### src/rtl/pipelined_cla_adder.sv
// Pipelined carry-lookahead adder/subtractor: one GROUP-bit lookahead group resolved per stage.
// Define CLA_FLAGS_EN to add the registered ovf (signed overflow) and zero flags.
module pipelined_cla_adder #(
    parameter int WIDTH = 32,
    parameter int GROUP = 8
) (
    input  logic             clk,
    input  logic             rst_n,
    input  logic             in_valid,
    output logic             in_ready,
    input  logic [WIDTH-1:0] a,
    input  logic [WIDTH-1:0] b,
    input  logic             cin,
    input  logic             sub,
    output logic             out_valid,
    input  logic             out_ready,
    output logic [WIDTH-1:0] sum,
    output logic             cout
`ifdef CLA_FLAGS_EN
    ,
    output logic             ovf,
    output logic             zero
`endif
);

    localparam int NSTAGE = WIDTH / GROUP;

    typedef struct packed {
        logic [GROUP-1:0] s;
        logic             co;
        logic             cm;
    } grp_t;

    // cm is the carry into the group's top bit; only the last group's value matters (for ovf)
    function automatic grp_t cla_group(input logic [GROUP-1:0] x,
                                       input logic [GROUP-1:0] y,
                                       input logic             ci);
        grp_t             r;
        logic [GROUP-1:0] p;
        logic [GROUP-1:0] g;
        logic             c;
        r = '0;
        p = x ^ y;
        g = x & y;
        c = ci;
        for (int i = 0; i < GROUP; i++) begin
            r.s[i] = p[i] ^ c;
            if (i == GROUP - 1) r.cm = c;
            c = g[i] | (p[i] & c);
        end
        r.co = c;
        return r;
    endfunction

    logic stall;

    for (genvar k = 0; k < NSTAGE; k++) begin : stg
        logic             vld_p;
        logic [WIDTH-1:0] sum_p;
        logic [WIDTH-1:0] a_p;
        logic [WIDTH-1:0] bb_p;
        logic             c_p;

        logic             src_vld;
        logic [WIDTH-1:0] src_sum;
        logic [WIDTH-1:0] src_a;
        logic [WIDTH-1:0] src_bb;
        logic             src_c;

        logic [GROUP-1:0] grp_s;
        logic             grp_co;
        logic             grp_cm;
        logic [WIDTH-1:0] nxt_sum;
        logic             unused_cm;

        if (k == 0) begin : g_in
            assign src_vld = in_valid & in_ready;
            assign src_sum = '0;
            assign src_a   = a;
            assign src_bb  = sub ? ~b : b;
            assign src_c   = sub | cin;
        end else begin : g_mid
            assign src_vld = stg[k-1].vld_p;
            assign src_sum = stg[k-1].sum_p;
            assign src_a   = stg[k-1].a_p;
            assign src_bb  = stg[k-1].bb_p;
            assign src_c   = stg[k-1].c_p;
        end

        always_comb begin
            grp_t r;
            r       = cla_group(src_a[k*GROUP +: GROUP], src_bb[k*GROUP +: GROUP], src_c);
            grp_s   = r.s;
            grp_co  = r.co;
            grp_cm  = r.cm;
            nxt_sum = src_sum;
            nxt_sum[k*GROUP +: GROUP] = r.s;
        end

        assign unused_cm = grp_cm;

        // Stage k boundary: data only loads with a valid op so idle outputs stay stable
        always_ff @(posedge clk) begin
            if (!rst_n) begin
                vld_p <= 1'b0;
                sum_p <= '0;
                c_p   <= 1'b0;
            end else if (!stall) begin
                vld_p <= src_vld;
                if (src_vld) begin
                    sum_p <= nxt_sum;
                    c_p   <= grp_co;
                end
            end
        end

        always_ff @(posedge clk) begin
            if (!stall && src_vld) begin
                a_p  <= src_a;
                bb_p <= src_bb;
            end
        end
    end

    assign out_valid = stg[NSTAGE-1].vld_p;
    assign sum       = stg[NSTAGE-1].sum_p;
    assign cout      = stg[NSTAGE-1].c_p;
    assign stall     = out_valid & ~out_ready;
    assign in_ready  = ~stall;

    logic unused_ops;
    assign unused_ops = ^{stg[NSTAGE-1].a_p, stg[NSTAGE-1].bb_p};

`ifdef CLA_FLAGS_EN
    logic ovf_p;
    logic zero_p;

    // Flags register in step with the final stage
    always_ff @(posedge clk) begin
        if (!rst_n) begin
            ovf_p  <= 1'b0;
            zero_p <= 1'b0;
        end else if (!stall && stg[NSTAGE-1].src_vld) begin
            ovf_p  <= stg[NSTAGE-1].grp_co ^ stg[NSTAGE-1].grp_cm;
            zero_p <= (stg[NSTAGE-1].nxt_sum == '0);
        end
    end

    assign ovf  = ovf_p;
    assign zero = zero_p;
`endif

endmodule

### config.mk
export PLATFORM = sky130hd
export DESIGN_NAME = pipelined_cla_adder
export DESIGN_NICKNAME = d
export VERILOG_FILES = /design/src/rtl/pipelined_cla_adder.sv
export SDC_FILE = /design/constraint.sdc
export NUM_CORES = 1
export LEC_CHECK = 0
export BUFFER_PORTS_ARGS = -buffer_cell sky130_fd_sc_hd__buf_4
export CAP_MARGIN = 20
export CORE_MARGIN = 1
export CORE_UTILIZATION = 51
export DETAILED_ROUTE_END_ITERATION = 6
export HOLD_SLACK_MARGIN = 0.03
export PLACE_DENSITY = 0.75
export SLEW_MARGIN = 20
export SYNTH_ARGS = -nofsm -noshare
export SYNTH_HDL_FRONTEND = slang
export SYNTH_SLANG_ARGS = --single-unit
export TNS_END_PERCENT = 10
### constraint.sdc
create_clock -name clk -period 4.4 [get_ports clk]
set_input_delay 0.44 -clock clk [delete_from_list [all_inputs] [get_ports clk]]
set_output_delay 0.44 -clock clk [all_outputs]
set_load 0.01 [all_outputs]
== Word-level counts from Yosys, hierarchy flattened ==
Index checks and enable logic that the tools add are counted.
Widths: inputs -> output; s select.

* Bits in registers: 280
* Latch bits: 0
* Memory bits (writable): 0
* Bits in read-only memories: 0
* Logic and storage cells: 137
* Memories: 0

* Add/subtract/negate cells: 0
* Multipliers: 0
* Div/mod/pow operators: 0
* Order comparisons: 0
* Equal/unequal tests: 0
* Shift-type cells: 0
* Muxes and demuxes: 1
* Bitwise logic cells: 110
* Reduce and logical (&&, ||, !) cells: 8

{| class="wikitable"
|+ Operators with widths
! operator !! number
|-
| $and 1x1->1 || 34
|-
| $or 1x1->1 || 33
|-
| $and 8x8->8 || 4
|-
| $mux 32 || 1
|-
| $not 32->32 || 1
|-
| $xor 1x1->1 || 32
|-
| $xor 8x8->8 || 4
|-
| $reduce_and 2->1 || 4
|-
| $logic_and 1x1->1 || 3
|-
| $not 1->1 || 2
|-
| $logic_not 1->1 || 1
|}

== Depth between registers and ports, before layout ==
* Depth after elaboration: 19
* Depth in mapped cells: 14
* Depth with buffers taken out: 13

== Least setup slack after synthesis ==
No wires, ideal clock.

* Kind: in2reg
* From: input sub
* To: register stg[0].sum_p[7]
* Data arrival time: 4.515 ns
* Data required time: 4.247 ns
* Slack: -0.268 ns
* Cell stages on the path: 14
* Path buffers: 2
* Cell sequence: clkbuf_1 > buf_2 > nor2_1 > fa_1 > fa_1 > fa_1 > fa_1 > fa_1 > fa_1 > fa_1 > inv_1 > fa_1 > nand2_1 > mux2i_1

{| class="wikitable"
|+ RTL lines
! what !! line !! text
|-
| start: declaration || 14 || <nowiki>input logic sub,</nowiki>
|-
| end signal: assignment || 111 || <nowiki>sum_p <= nxt_sum;</nowiki>
|-
| end: declaration || 59 || <nowiki>logic [WIDTH-1:0] sum_p;</nowiki>
|}

==> key figures <==
Status
  • Status: complete, no violations

Clocking
  • Clock sink total: 184
  • # hold bufs at CTS: 0
  • CTS resizes: 0
  • TritonCTS Buffers: 17
  • CTS H-tree lvls: 4
  • Post-CTS Setup Bufs: 0
  • CTS tree: done
  • Worst skew pair latency: 0.43 ns
  • Clk slew on worst S/H paths: 0.06 ns
  • Worst-case clock buffer depth: 2
  • Root Buffer: clkbuf_16

Layout
  • Share of layout cells above drive strength 1: 22.7%
  • # fillers: 1063
  • Footprint of the multi-input gates: 2290 µm²
  • NumNets Final: 722
  • Finished Layout Cells: 813
  • ANT cells: 0
  • Reg area: 4640 µm²
  • Final instance area: 8640 µm²
  • Area delta synth->final: 20.0%

Timing
  • Endpoints failing setup: 0
  • RSZ-0062 raised after global routing: false
  • Pins over their slew limit: 0
  • Final min period: 3.93 ns
  • Fmax achieved: 0.255 GHz
  • Worst Skew: 0.0139 ns
  • Tightest Pin Transition: 0.966 ns
  • Fin. Hold Viols: 0
  • Tcrit/Tclk final: 89.2%
  • Relative slew slack: 35.5%

Worst hold path
  • Hold Crit Class: input port to flop

Worst setup path
  • Critical Path Fanout Max: 6
  • Required @ worst endpoint: 4.69 ns
  • Worst endpoint data arrival time: 4.21 ns
  • CP startpoint kind: input port
  • Worst Setup End Kind: flop
  • Setup CP Type: input port to flop

Placed design
  • DP Area: 8100 µm²
  • IO buf count: 104
  • GP Congestion: 0.770
  • Post-DP HPWL: 8.15 mm
  • Post-Place Cells: 781

Global route
  • Pin count of the biggest net entering global routing: 120
  • Vias in the first global route: 4045
  • Remaining Overflow, GRT: 0
  • Total track usage: 18.1%
  • Global-route wire length before repair: 19.6 mm
  • Initial antenna violation count: 0

Logic synthesis
  • Net Count, Synth: 624
  • Area leader, netlist: edfxtp_1
  • Cells after synthesis: 522
  • Share of the synthesized area in the top cell type: 40.0%
  • Syn_area_per_cell: 13.8 µm²
  • Syn. warnings: 0
  • Register area share after synthesis: 64.5%
  • Top post-synthesis cells by area: edfxtp_1 40%, dfxtp_1 24%, fa_1 8.9%
  • Post-Syn Area: 7200 µm²
  • Cell variety after synth: 25
  • Yosys reg bits: 184

Detailed routing
  • Via-to-Cell Ratio: 5.00
  • Vias: 4069
  • DRC viols: 0
  • First-pass detailed-route iteration total: 4
  • Detail Route Antenna Nets: 0
  • Post-Route WL: 12.0 mm
  • Initial DRC count: 235
  • WL/cell: 14.7 µm

Floorplan
  • Row Count: 43
  • Area of the die: 14600 µm²
  • Core footprint: 13800 µm²
  • Die X: 121 µm
  • Die Y: 121 µm
  • Initial Util: 52.1%
  • Ports: 105

Run
  • Max_cap viols: 0

Pwr
  • Worst vdd ir: 0.000283 V
  • PwrDens: 415 nW/µm²
  • Leakage: 3.73 nW
[cells by family (layout without fill, tap and decap cells)]
logic type | after synthesis | in the layout | synth area share [%]
AND/OR/NAND/NOR | 125 | 125 | 7.35
buffers and inverters | 61 | 172 | 3.86
flip-flops | 184 | 184 | 64.5
XOR/XNOR | 32 | 32 | 3.89
adder cells (fa/ha/maj) | 32 | 32 | 8.89
multiplexers | 60 | 60 | 8.34
AO/OA/AOI/OAI | 28 | 28 | 3.20
[cell usage after synthesis]
master	instances
a21boi_0	3
and2_4	1
buf_1	2
buf_2	6
buf_4	3
buf_6	4
clkbuf_1	13
dfxtp_1	88
edfxtp_1	96
fa_1	32
inv_1	30
inv_2	3
mux2i_1	60
nand2_1	96
nand2_2	2
nand3_1	16
nand4_1	8
nor2_1	1
nor2b_4	1
o211a_1	16
o21a_1	1
o21ai_0	7
o21ai_1	1
xnor2_1	7
xor2_1	25
[final cells by class]
class                           instances  area share [%]
Clock buffer                           19            5.01
Clock inverter                         13            1.22
Inverter                               33            1.43
Multi-Input combinational cell        277            26.4
Sequential cell                       184            53.7
Tap cell                              180            2.61
Timing Repair Buffer                  107            9.57
[registers in the layout (all words and copies together) (netlist names)]
register	count
stg.c_p	3
stg.sum_p	48
sum	32
cout	1
out_valid	1
stg.vld_p	3
stg.a_p	48
stg.bb_p	48
[cell usage in the layout (no fill, tap or decap)]
| master | synthesis | layout |
|---|---|---|
| buf_4 | 3 | 105 |
| nand2_1 | 96 | 96 |
| edfxtp_1 | 96 | 96 |
| dfxtp_1 | 88 | 88 |
| mux2i_1 | 60 | 60 |
| fa_1 | 32 | 30 |
| inv_1 | 30 | 29 |
| xor2_1 | 25 | 25 |
| clkbuf_16 | 0 | 17 |
| nand3_1 | 16 | 16 |
| o211a_1 | 16 | 16 |
| nand4_1 | 8 | 8 |
| xnor2_1 | 7 | 7 |
| o21ai_0 | 7 | 7 |
| inv_2 | 3 | 4 |
| a21boi_0 | 3 | 3 |
| clkinv_2 | 0 | 3 |
| clkinv_1 | 0 | 3 |
| clkinvlp_4 | 0 | 3 |
| nand2_2 | 2 | 2 |
| fa_2 | 0 | 2 |
| clkbuf_1 | 13 | 2 |
| clkinv_4 | 0 | 2 |
| nor2b_4 | 1 | 1 |
| nor2_1 | 1 | 1 |
| and2_4 | 1 | 1 |
| o21ai_1 | 1 | 1 |
| o21a_1 | 1 | 1 |
| inv_6 | 0 | 1 |
| bufinv_16 | 0 | 1 |
| buf_6 | 4 | 1 |
| buf_16 | 0 | 1 |
[critical path, stage by stage]
cell	delay, ns
buf_4	0.16
xnor2_1	0.15
fa_1	0.39
fa_1	0.43
fa_1	0.43
fa_1	0.43
fa_2	0.38
fa_2	0.37
fa_1	0.38
inv_1	0.08
fa_1	0.42
nand2_1	0.07
mux2i_1	0.07
[power by group]
part	total, mW	internal (mW)	switching, mW
clock network	1.38	0.771	0.607
registers	1.93	1.90	0.0315
logic	0.280	0.132	0.148
total	3.59	2.80	0.786
[per-layer routing]
layer | global-route usage [%] | part of all wire [%] | vias to the layer above
li1 | - | - | 1973
met1 | 21.8 | 43 | 1974
met2 | 30.2 | 51 | 99
met3 | 4.39 | 4.4 | 23
met4 | 8.80 | 1.8 | 0
met5 | 0 | 0 | -
[final timing paths]
kind	slack [ns]	from	endpoint	cells after the start
setup / recovery	0.47	sub	stg[0].sum_p[7]	13
hold reg to reg	0.42	stg[0].a_p[20]	stg[1].a_p[20]	0
hold / removal	0.18	a[31]	stg[0].a_p[31]	1
setup reg to reg	0.54	stg[1].a_p[16]	stg[2].sum_p[23]	13
[stage by stage]
stage	worst slack, ns	power, mW	hold WS, ns	utilization, %	setup TNS (ns)
3_3_place_gp	0.0639	2.23	0.402	58.4	0
4_1_cts	0.465	3.63	0.163	62.5	0
5_1_grt	0.340	3.74	0.163	62.5	0
6_report	0.474	3.59	0.181	62.5	0
2_1_floorplan	0.0174	2.14	0.400	-	0
3_5_place_dp	-0.0166	2.25	0.405	58.6	-0.0166
(Power assumes the default switching activity.)
